==> src/rtl/snn_pkg.sv <==
`default_nettype none
// ============================================================================
//  Module      : snn_pkg
//  Description : Shared constants, FSM state encoding and small helpers for
//                the spiking front end and the layer modules.
//                Contents: NUM_PIX, PIX_W, state_e, cnt_width().
//  Revision    : 1.0 - initial release
// ============================================================================
package snn_pkg;

    localparam int NUM_PIX = 25;   // pixels per frame / spike lanes
    localparam int PIX_W   = 8;    // intensity bits per pixel

    typedef enum logic [1:0] {
        ST_IDLE = 2'd0,
        ST_RUN  = 2'd1,
        ST_DONE = 2'd2
    } state_e;

    // Width needed for a counter running 0..n-1; never narrower than one bit.
    function automatic int cnt_width(input int n);
        return (n > 1) ? $clog2(n) : 1;
    endfunction

endpackage : snn_pkg
`default_nettype wire

==> src/rtl/spike_rate_cell.sv <==
`default_nettype none
// ============================================================================
//  Module      : spike_rate_cell
//  Description : One rate-coded spike lane. Holds a captured pixel intensity
//                and a phase accumulator; every step adds the intensity and
//                the carry out of the accumulator becomes the spike bit, so a
//                lane with intensity I spikes floor(n*I/2^PIX_W) times in n
//                steps.
//  Ports       : clk, reset (async, active low)
//                load      - capture intensity, clear accumulator and spike
//                step      - advance one timestep
//                clr       - force the spike output low (end / cancel)
//                intensity - pixel value to capture on load
//                spike     - registered spike bit, held between steps
//  Revision    : 1.0 - initial release
// ============================================================================
module spike_rate_cell #(
    parameter int PIX_W = snn_pkg::PIX_W
) (
    input  logic             clk,
    input  logic             reset,
    input  logic             load,
    input  logic             step,
    input  logic             clr,
    input  logic [PIX_W-1:0] intensity,
    output logic             spike
);

    logic [PIX_W-1:0] r_intensity;
    logic [PIX_W-1:0] r_acc;
    logic             r_spike;
    logic [PIX_W:0]   w_sum;

    // One extra bit so the wrap of the accumulator is visible as the carry.
    assign w_sum = {1'b0, r_acc} + {1'b0, r_intensity};

    always_ff @(posedge clk or negedge reset) begin
        if (!reset) begin
            r_intensity <= '0;
            r_acc       <= '0;
            r_spike     <= 1'b0;
        end else if (load) begin
            r_intensity <= intensity;
            r_acc       <= '0;
            r_spike     <= 1'b0;
        end else begin
            if (step) begin
                r_acc <= w_sum[PIX_W-1:0];
            end
            // clr wins so the lane reads zero in DONE and after a cancel.
            if (clr) begin
                r_spike <= 1'b0;
            end else if (step) begin
                r_spike <= w_sum[PIX_W];
            end
        end
    end

    assign spike = r_spike;

endmodule : spike_rate_cell
`default_nettype wire

==> src/rtl/spike_encoder.sv <==
`default_nettype none
// ============================================================================
//  Module      : spike_encoder
//  Description : Converts a frame of pixel intensities into NUM_STEPS rate-
//                coded spike vectors, one per timestep of STEP_DIV clocks.
//                Owns the IDLE/RUN/DONE FSM, the clock divider and the 16-bit
//                step counter; the per-pixel arithmetic lives in
//                spike_rate_cell.
//  Ports       : clk, reset (async, active low)
//                start     - frame request, honoured only in IDLE
//                abort     - synchronous cancel, has priority over start
//                pix_in    - NUM_PIX intensities, pixel i at [PIX_W*i +: PIX_W]
//                pixel_spk - spike vector of the current timestep
//                pulse     - one-cycle timestep strobe
//                busy      - state is not IDLE
//                done      - one-cycle end-of-frame strobe
//  Revision    : 1.0 - initial release
// ============================================================================
module spike_encoder #(
    parameter int NUM_PIX   = snn_pkg::NUM_PIX,
    parameter int PIX_W     = snn_pkg::PIX_W,
    parameter int NUM_STEPS = 64,
    parameter int STEP_DIV  = 4
) (
    input  logic                     clk,
    input  logic                     reset,
    input  logic                     start,
    input  logic                     abort,
    input  logic [NUM_PIX*PIX_W-1:0] pix_in,
    output logic [NUM_PIX-1:0]       pixel_spk,
    output logic                     pulse,
    output logic                     busy,
    output logic                     done
);

    import snn_pkg::state_e;
    import snn_pkg::ST_IDLE;
    import snn_pkg::ST_RUN;
    import snn_pkg::ST_DONE;
    import snn_pkg::cnt_width;

    localparam int               c_div_w     = cnt_width(STEP_DIV);
    localparam logic [c_div_w-1:0] c_div_last = c_div_w'(STEP_DIV - 1);
    localparam logic [15:0]      c_num_steps = 16'(NUM_STEPS);

    state_e             r_state;
    logic [c_div_w-1:0] r_div;
    logic [15:0]        r_step_cnt;
    logic               r_pulse;
    logic               r_done;

    logic w_load;
    logic w_step;
    logic w_clr;
    logic w_frame_end;

    assign w_frame_end = (r_step_cnt == c_num_steps);
    assign w_load      = (r_state == ST_IDLE) && start && !abort;
    // The last step leaves the counter at NUM_STEPS, which blocks any further
    // step even though the divider keeps wrapping (matters for STEP_DIV=1).
    assign w_step      = (r_state == ST_RUN) && !abort && (r_div == c_div_last)
                         && !w_frame_end;
    assign w_clr       = (r_state == ST_RUN) && (abort || w_frame_end);

    always_ff @(posedge clk or negedge reset) begin
        if (!reset) begin
            r_state    <= ST_IDLE;
            r_div      <= '0;
            r_step_cnt <= '0;
            r_pulse    <= 1'b0;
            r_done     <= 1'b0;
        end else begin
            r_pulse <= w_step;
            r_done  <= 1'b0;
            case (r_state)
                ST_IDLE: begin
                    if (w_load) begin
                        r_state    <= ST_RUN;
                        r_div      <= '0;
                        r_step_cnt <= '0;
                    end
                end
                ST_RUN: begin
                    if (abort) begin
                        r_state <= ST_IDLE;
                    end else if (w_frame_end) begin
                        // Runs on the cycle after the final pulse.
                        r_state <= ST_DONE;
                        r_done  <= 1'b1;
                    end else begin
                        r_div <= (r_div == c_div_last) ? '0 : r_div + 1'b1;
                        if (w_step) begin
                            r_step_cnt <= r_step_cnt + 16'd1;
                        end
                    end
                end
                ST_DONE: begin
                    r_state <= ST_IDLE;
                end
                default: begin
                    r_state <= ST_IDLE;
                end
            endcase
        end
    end

    generate
        for (genvar i = 0; i < NUM_PIX; i++) begin : g_cell
            spike_rate_cell #(
                .PIX_W (PIX_W)
            ) u_cell (
                .clk       (clk),
                .reset     (reset),
                .load      (w_load),
                .step      (w_step),
                .clr       (w_clr),
                .intensity (pix_in[PIX_W*i +: PIX_W]),
                .spike     (pixel_spk[i])
            );
        end
    endgenerate

    assign pulse = r_pulse;
    assign done  = r_done;
    assign busy  = (r_state != ST_IDLE);

endmodule : spike_encoder
`default_nettype wire

==> config.mk <==
export PLATFORM = sky130hd
export DESIGN_NAME = spike_encoder
export DESIGN_NICKNAME = d
export VERILOG_FILES = /design/src/rtl/snn_pkg.sv /design/src/rtl/spike_rate_cell.sv /design/src/rtl/spike_encoder.sv
export SDC_FILE = /design/constraint.sdc
export NUM_CORES = 1
export LEC_CHECK = 0
export BUFFER_PORTS_ARGS = -buffer_cell sky130_fd_sc_hd__buf_2
export CELL_PAD_IN_SITES_DETAIL_PLACEMENT = 1
export CELL_PAD_IN_SITES_GLOBAL_PLACEMENT = 1
export CORE_UTILIZATION = 41
export CTS_CLUSTER_SIZE = 12
export DETAILED_ROUTE_END_ITERATION = 10
export MAX_ROUTING_LAYER = met4
export PLACE_DENSITY_LB_ADDON = 0.1
export SYNTH_ARGS = -nofsm -noshare
export SYNTH_HDL_FRONTEND = slang
export SYNTH_SLANG_ARGS = --single-unit
==> constraint.sdc <==
create_clock -name clk -period 1.95 [get_ports clk]
set_clock_uncertainty 0.2 [all_clocks]
set_input_delay 0.39 -clock clk [delete_from_list [all_inputs] [get_ports clk]]
set_output_delay 0.39 -clock clk [all_outputs]
set_load 0.05 [all_outputs]
======== Word-level counts from Yosys, hierarchy flattened ========
Index checks and enable logic that the tools add are counted.
cells by class
  add/subtract/negate cells ............... 27
  eq/ne operators ......................... 8
  mux-type cells .......................... 142
  reduce and logical (&&, ||, !) cells .... 17
operators by type and width
  kind                     count
  $mux W8                  50
  $add A8 B8 Y9            25
  $mux W1                  78
  $mux W16                 4
  $pmux W16 S2             1
  $add A16 B1 Y16 const B  1
  $eq A16 B7 Y1 const B    1
  $mux W2                  7
  $pmux W2 S2              2
  $logic_and A1 B1 Y1      6
  $ne A2 B2 Y1 const B     3
  $reduce_bool A2 Y1       3
  $reduce_and A5 Y1        1
  $reduce_and A4 Y1        1
  $ne A3 B3 Y1 const B     1
  $reduce_bool A3 Y1       1
  $add A2 B1 Y2 const B    1
  $eq A2 B1 Y1 const B     1
  $eq A2 B2 Y1 const B     1
  $logic_not A1 Y1         2
  $logic_not A2 Y1         1
  $ne A2 B1 Y1 const B     1
  $reduce_and A2 Y1        1
  $logic_or A1 B1 Y1       1
word-level totals
  register bits after elaboration ......... 447
  input port bits ......................... 204
  output and inout port bits .............. 28
  word-level logic and storage cells ...... 274

======== Logic depth before layout (Yosys ltp) ========
Gate-level depths: netlist of run 1.
  depth in word-level cells ............... 8
  depth in mapped cells ................... 11
  depth with buffers taken out ............ 8

======== Hierarchy ========
Synthesis of run 1 repeated with hierarchy kept, for this count alone.
unflattened totals
  cells, all modules ...................... 2,356
  area, all modules ....................... 26,290.2 um^2
modules (own cells, without submodules)
  module           instances  cells each  area each (um^2)  sequential area each (um^2)
  spike_rate_cell  25         89          1,001.0           425.4
  spike_encoder    1          131         1,266.2           550.5

======== Worst setup path before layout of run 1 ========
Ideal clock, no wire load.
  path kind ............................... register to register
  from .................................... reg g_cell[18].u_cell.r_acc[0]
  to ...................................... reg g_cell[18].u_cell.r_spike
  library setup time ...................... 0.124 ns
  arrival time ............................ 1.844 ns
  data required time ...................... 1.626 ns
  setup slack ............................. -0.218 ns
  cell stages (with the launch flop) ...... 8
  buffers on the path ..................... 0
  clock period less this slack ............ 2.168 ns
  cells stage by stage .................... dfrtp_1 -> ha_1 -> fa_1 -> a211o_1 -> a211oi_1 -> nor2_1 -> nor3_1 -> o2bb2ai_1
on the way
  longest elaborated chain between the ends .. 4
RTL lines
  item                    RTL line               text
  from (decl)             spike_rate_cell.sv:30  logic [PIX_W-1:0] r_acc;
  from (signal assigned)  spike_rate_cell.sv:48  r_acc <= w_sum[PIX_W-1:0];
  $add A8 B8 Y9           spike_rate_cell.sv:35  assign w_sum = {1'b0, r_acc} + {1'b0, r_intensity};
  $mux W1                 spike_rate_cell.sv:53  end else if (step) begin
  $mux W1                 spike_rate_cell.sv:51  if (clr) begin
  $mux W1                 spike_rate_cell.sv:42  end else if (load) begin
  to (signal assigned)    spike_rate_cell.sv:54  r_spike <= w_sum[PIX_W];
  to (decl)               spike_rate_cell.sv:31  logic r_spike;
No other way between the ends. The select of a mux whose other input is x is not followed.
A chain may end at the register's enable or synchronous reset.

======== Worst setup path in the final report of run 1 ========
  from .................................... reg r_step_cnt[1]
  to ...................................... reg g_cell[4].u_cell.r_spike
on the way
  longest elaborated chain between the ends .. 5
  elaborated cells between the ends (all ways) .. 8
  classes of those cells .................. eq/ne (1); mux (2); reduce/logical (5)
RTL lines
  item                    RTL line               text
  from (decl)             spike_encoder.sv:48    logic [15:0] r_step_cnt;
  from (signal assigned)  spike_encoder.sv:93    r_step_cnt <= r_step_cnt + 16'd1;
  $eq A16 B7 Y1 (*)       spike_encoder.sv:57    assign w_frame_end = (r_step_cnt == c_num_steps);
  $logic_or A1 B1 Y1      spike_encoder.sv:63    assign w_clr = (r_state == ST_RUN) && (abort || w_frame_end);
  $logic_and A1 B1 Y1     spike_encoder.sv:63
  $mux W1                 spike_rate_cell.sv:51
  $mux W1                 spike_rate_cell.sv:42
  to (signal assigned)    spike_rate_cell.sv:54
  to (decl)               spike_rate_cell.sv:31
Every way passes the cells marked *; elsewhere a longest branch is shown, timed or not.

==> results_dict.tcl, run 1 <==
set metrics [dict create \
    status "finished with violations" \
    violations "setup timing" \
    first_global_vias 24000 \
    hold_class "in -> async" \
    syn2layout_area_growth_pct 53.6 \
    overflow 0 \
    vias 23800 \
    wl_per_cell_um 25.0 \
    place_congestion 0.844 \
    syn-instance-count 2656 \
    clock_latency_ns 0.60 \
    path_class "reg -> reg" \
    crit_required_ns 2.23 \
    die_area_um2 61400 \
    cts_max_level 2 \
    synth_area_um2 24800 \
    worst_slack_ns -0.387 \
    setup_viol 447 \
    dp.final_hpwl_um 47400 \
    clk_pin_slew_worst_paths_ns 0.06 \
    die_w_um 248 \
    crit_fanout 14 \
    max_slew.worst_pin.slew_ns 0.421 \
    drc 0 \
    final_net_count 3777 \
    power_density_nw_per_um2 735 \
    fin_total_pwr_mw 28.0 \
    firstDrtPassIters 5 \
    startpoint_type "flop" \
    avgSynthCellArea_um2 9.33 \
    clockBufferDepth 3 \
    final_antenna_net_count 0 \
    antenna_found_initial 3 \
    first_iter_violations 1251 \
    async_flop_share_pct 100 \
    finalCritPeriodShare_pct 120 \
    wl_um 104000 \
    die_h_um 248 \
    synth_warnings 0 \
    fin_tns_setup_ns -109.54 \
    rows 89 \
    numCtsBuffers 53 \
    ys_types 51 \
    grt_usage_pct 27.6 \
    peakVddDrop_mv 0.603 \
    numPortBuffers 231 \
    critPathCaptureType "flop" \
    rsz0062_at_grt "true" \
    synth_nets 3088 \
    yosysSeqAreaShare_pct 45.1 \
    met3_length_um 4190 \
    maxCapViolCount 0 \
    whs_ns 0.101 \
    fin_crit_ns 2.34 \
    synth_edf_count 0 \
    utilization_pct 64.2 \
    fmax_mhz 428 \
    grt_pass1_wl_um 130000 \
    start_util_pct 41.8 \
    slew_violations 0 \
    grt_max_degree 89 \
    p_leak_nw 18.6 \
    synth-seq-cells 447 \
    met2RoutedLength_um 54600 \
    hold_violations 0 \
    core_um2 59400 \
    topRoutingLayerUsed "met4" \
    drive_gt1_share_pct 36.8 \
    drt-met1-wl_um 40800 \
    synth_ff_type "dfrtp_1" \
    io_pins 232 \
    cp.arrival_ns 2.61 \
    cts_sinks 447 \
    cts_tree "built" \
    relSlewSlack_pct 71.9 \
    vias_per_cell 5.72 \
    clock-root-buffer "clkbuf_16" \
]
==> logic make-up (layout without fill, tap and decap cells) <==
logic type,Yosys count,in the layout,share of synthesized area (%)
simple gates,1020,1021,17.7
xor+xnor,141,141,4.98
compound gates,656,656,16.2
other cells,0,3,0
buf+inv,163,890,3.67
fa+ha+maj,228,228,12.3
flops,447,447,45.1
mux,1,1,0.0404
==> flip-flops by register name, indices dropped and copies added, names as in the netlist <==
name	cells
done	1
g_cell.u_cell.r_acc	200
g_cell.u_cell.r_intensity	200
g_cell.u_cell.spike	25
pulse	1
r_div	2
r_state	2
r_step_cnt	16
==> through the flow <==
step / area [um2] / worst slack [ns] / instances
after floorplan: 25100 / -0.0521 / 2656
after global placement: 28200 / -0.181 / 3692
after detailed placement: 28200 / -0.245 / 3692
after CTS: 33900 / -0.201 / 4063
after global routing: 38100 / -0.427 / 4160
final: 38100 / -0.387 / 4160
==> final timing paths <==
| check | to | depth (start not counted) | start | slack (ns) |
|---|---|---|---|---|
| max | g_cell[4].u_cell.spike | 10 | r_step_cnt[1] | -0.39 |
| min | g_cell[16].u_cell.r_intensity[1] | 2 | reset | 0.10 |
| max reg2reg | g_cell[4].u_cell.spike | 10 | r_step_cnt[1] | -0.39 |
| min reg2reg | g_cell[0].u_cell.r_intensity[4] | 2 | g_cell[0].u_cell.r_intensity[4] | 0.29 |
| max in group asynchronous | g_cell[0].u_cell.r_intensity[4] | 4 | reset | 0.70 |
| min in group clk | r_state[1] | 4 | abort | 0.13 |
==> repair_timing <==
item                                   4_1_cts  5_1_grt
setup endpoints to repair                  312      449
hold buffers                               202        0
endpoints found under the hold margin      595        0
resized for setup                          165      646
cloned                                      35       80
setup buffers                               40       32
pin swaps                                   49      295
==> where the power goes <==
part           total, mW  switching (mW)  internal, mW
Clock               10.3            4.25          6.03
Sequential          11.1           0.961          10.2
Combinational       6.56            3.48          3.08
Total               28.0            8.70          19.3
==> final cells by class <==
class | instances | area [um2]
fill | 6163 | 21300
sequential | 447 | 11200
multi-input combinational | 2047 | 15400
timing repair buffer | 781 | 8680
clock inverter | 15 | 183
inverter | 15 | 72.6
clock buffer | 79 | 1560
antenna | 3 | 7.51
tap | 773 | 967
==> worst max-delay path: stages (launching register included) <==
cell and delay [ns]:
dfrtp_1 0.39, inv_2 0.09, ha_4 0.13, nor3b_4 0.22
nand4_4 0.26, nand2_8 0.25, buf_12 0.15, inv_16 0.07
buf_16 0.17, o21ai_0 0.13, o2bb2ai_1 0.11
==> cells in the final DEF (no fill, tap or decap), types with 86 or more instances in the layout <==
cell	Yosys	routed
ha_1	203	176
o21ai_0	129	86
clkbuf_16	0	115
dfrtp_1	447	444
nand3_2	0	146
buf_4	32	145
nand2_2	0	134
dlygate4sd3_1	0	202
o21ai_1	129	111
a21oi_1	109	91
buf_2	37	229
xor2_1	105	105
nand2_1	708	500
==> synth_stat cells (all sizes together) (8+ instances only) <==
master | n | share of area [%]
nand3 | 205 | 4.1
nand2 | 709 | 11
o22ai | 24 | 0.61
ha | 203 | 10
xnor2 | 36 | 1.3
nor2 | 30 | 0.45
o2bb2ai | 25 | 0.88
clkbuf | 52 | 0.81
buf | 96 | 2.6
o21a | 73 | 2.2
o21bai | 40 | 1.2
o21ai | 258 | 5.2
a21o | 51 | 1.5
fa | 25 | 2.0
dfrtp | 447 | 45
a21oi | 110 | 2.2
a211o | 9 | 0.32
xor2 | 105 | 3.7
or3 | 26 | 0.66
nor3b | 18 | 0.59
a31oi | 8 | 0.20
a211oi | 49 | 1.5
nor3 | 12 | 0.24
inv | 15 | 0.24
==> routing by layer <==
metal | up-vias | track usage, %
li1 | 10700 | -
met1 | 12200 | 32.7
met2 | 643 | 47.8
met3 | 312 | 3.24
met4 | 0 | 10.1
met5 | - | -
Power figures use the tool's default switching activity.
==> run 2, diff against run 1 <==
--- a/config.mk
+++ b/config.mk
@@ -12,7 +12,7 @@
 export CTS_CLUSTER_SIZE = 12
 export DETAILED_ROUTE_END_ITERATION = 10
 export MAX_ROUTING_LAYER = met4
-export PLACE_DENSITY_LB_ADDON = 0.1
+export PLACE_DENSITY = 0.73
 export SYNTH_ARGS = -nofsm -noshare
 export SYNTH_HDL_FRONTEND = slang
 export SYNTH_SLANG_ARGS = --single-unit
==> run 2 against run 1 <==
  * The run still ends with setup timing left
  * Clock power barely moved
  * Sequential cell count did not move
  * Critical endpoint is now g_cell[6].u_cell.spike
  * Sequential share of layout area rose by 3.0 points
  * Power fell by 3.7%
  * Sequential power barely moved
  * Combinational power fell by 13%
  * Non-clock buffer count fell by 84
  * Fmax rose by 3.1%
==> results_dict.tcl, run 2 (synthesized netlist as in run 1, its figures left out) <==
set metrics [dict create \
    mostFrequentLayoutCells "nand2_1 (686), dfrtp_1 (447), buf_2 (229), dlygate4sd3_1 (202), ha_1 (176)" \
    mostFrequentLayoutCell "nand2_1" \
    clkPwrFrac_pct 38.2 \
    finalCritPeriodShare_pct 116 \
    io_pins 232 \
    vias 22600 \
    p_sw_mw 8.18 \
    worst_slack_ns -0.316 \
    grt_usage_pct 27.4 \
    status "finished with violations" \
    final_antenna_net_count 0 \
    relSlewSlack_pct 70.0 \
    vias_per_cell 5.55 \
    first_iter_violations 1092 \
    dp.final_hpwl_um 48100 \
    hold_class "in -> async" \
    r2r-end "g_cell[6].u_cell.spike" \
    rrSetupSlack_ns -0.32 \
    clk_pin_slew_worst_paths_ns 0.06 \
    max_slew.worst_pin.slew_ns 0.449 \
    cts_sinks 447 \
    drive_gt1_share_pct 25.1 \
    start_util_pct 41.8 \
    syn2layout_area_growth_pct 39.5 \
    overflow 0 \
    fin_total_pwr_mw 26.9 \
    grt_max_degree 67 \
    final_area_um2 34600 \
    die_w_um 248 \
    power_density_nw_per_um2 779 \
    die_area_um2 61400 \
    clockBufferDepth 3 \
    grt_pass1_wl_um 130000 \
    p_leak_nw 17.3 \
    wl_um 87600 \
    fmax_mhz 441 \
    fillers 6452 \
    clock_latency_ns 0.62 \
    final_cells 4079 \
    clock-root-buffer "clkbuf_16" \
    peakVddDrop_mv 0.641 \
    place_congestion 0.851 \
    die_h_um 248 \
    critPathCaptureType "flop" \
    r2r-start "g_cell[6].u_cell.r_acc[0]" \
    internal_power_mw 18.8 \
    antenna_found_initial 1 \
    crit_family "compound AO/OA/AOI/OAI gates" \
    maxCapViolCount 0 \
    crit_fanout 2 \
    cp_cell_sequence "ha_2 > fa_2 > a211o_1 > a211oi_2 > nor2_1 > nor3_2 > o2bb2ai_1" \
    wl_per_cell_um 21.5 \
    numPortBuffers 231 \
    p_comb_share_pct 21.2 \
    cts_max_level 2 \
    slew_violations 0 \
    hold_violations 0 \
    rsz0062_at_grt "true" \
    first_global_vias 24600 \
    fin_tns_setup_ns -57.83 \
    firstDrtPassIters 5 \
    core_um2 59400 \
    slowest_stage "dfrtp_1" \
    fin_crit_ns 2.27 \
    placed_cell_area_um2 28300 \
    cp.arrival_ns 2.56 \
    rows 89 \
    drc 0 \
    whs_ns 0.104 \
    critPathMaxStageDelay_ns 0.38 \
    rr_worst_depth 7 \
    switching_share_pct 30.4 \
    numCtsBuffers 54 \
    setup_viol 439 \
    final_net_count 3693 \
    cts_tree "built" \
    violations "setup timing" \
    seqPwrFrac_pct 40.6 \
    path_class "reg -> reg" \
    numPlacedInstances 3684 \
    crit_required_ns 2.24 \
    path_buf_inv 0 \
    startpoint_type "flop" \
]
-- run 2: cell count changes in the layout (fill, tap and decap cells not counted), sizes merged --
cell      previous run  this run
buf                517       474
bufinv               4         3
clkbuf             141        94
clkinv               9        18
clkinvlp             0         2
diode                3         2
inv                 17        18
nand2              710       709
-- run 2: timing repair --
item / in CTS / in global routing
cloned: 21 / 25
gates resized for setup: 98 / 173
setup endpoints to repair: 253 / 446
buffers inserted: 30 / 24
endpoints found under the hold margin: 584 / 0
hold buffers: 202 / 0
pin swaps: 49 / 51
-- run 2: worst max path at each step --
stage | start | slack [ns] | to | depth (start not counted)
floorplan | g_cell[18].u_cell.r_acc[0] | -0.05 | g_cell[18].u_cell.spike | 7
global placement | g_cell[18].u_cell.r_acc[0] | -0.10 | g_cell[18].u_cell.spike | 7
detailed placement | g_cell[18].u_cell.r_acc[0] | -0.23 | g_cell[18].u_cell.spike | 7
CTS | r_state[0] | -0.20 | busy | 3
global route | g_cell[6].u_cell.r_intensity[0] | -0.35 | g_cell[6].u_cell.spike | 7
finish | g_cell[6].u_cell.r_acc[0] | -0.32 | g_cell[6].u_cell.spike | 7
-- run 2: final cells by class --
cell class | count | area (um2) | area share, %
Antenna cell | 2 | 5.00 | 0.0145
Clock buffer | 73 | 1540 | 4.46
Clock inverter | 26 | 239 | 0.691
Inverter | 15 | 61.3 | 0.177
Multi-Input combinational cell | 2046 | 13800 | 39.8
Sequential cell | 447 | 11200 | 32.3
Tap cell | 773 | 967 | 2.80
Timing Repair Buffer | 697 | 6830 | 19.7
-- run 2: power groups by stage --
| stage | clock network [mW] | logic, mW | registers [mW] |
|---|---|---|---|
| 2_1_floorplan | 0 | 3.05 | 10.8 |
| 3_3_place_gp | 0 | 4.32 | 11.0 |
| 3_5_place_dp | 0 | 4.59 | 11.0 |
| 4_1_cts | 10.4 | 5.26 | 10.9 |
| 5_1_grt | 10.8 | 6.31 | 11.0 |
| 6_report | 10.3 | 5.72 | 10.9 |
-- run 2: stage by stage --
| step | util (%) | setup slack (ns) |
|---|---|---|
| 3_5_place_dp | 47.6 | -0.230 |
| 4_1_cts | 56.1 | -0.197 |
| 6_report | 58.3 | -0.316 |
| 5_1_grt | 58.3 | -0.354 |
| 3_3_place_gp | 47.6 | -0.103 |
| 2_1_floorplan | - | -0.0521 |
-- run 2: routing by layer --
metal / wire (um) / GRT usage, % / vias up / share of wire [%]
met3: 2970 / 3.55 / 224 / 3.4
met4: 3270 / 9.42 / 0 / 3.7
met1: 35600 / 32.2 / 11500 / 41
met5: 0 / - / - / 0
li1: - / - / 10500 / -
met2: 45700 / 47.9 / 472 / 52
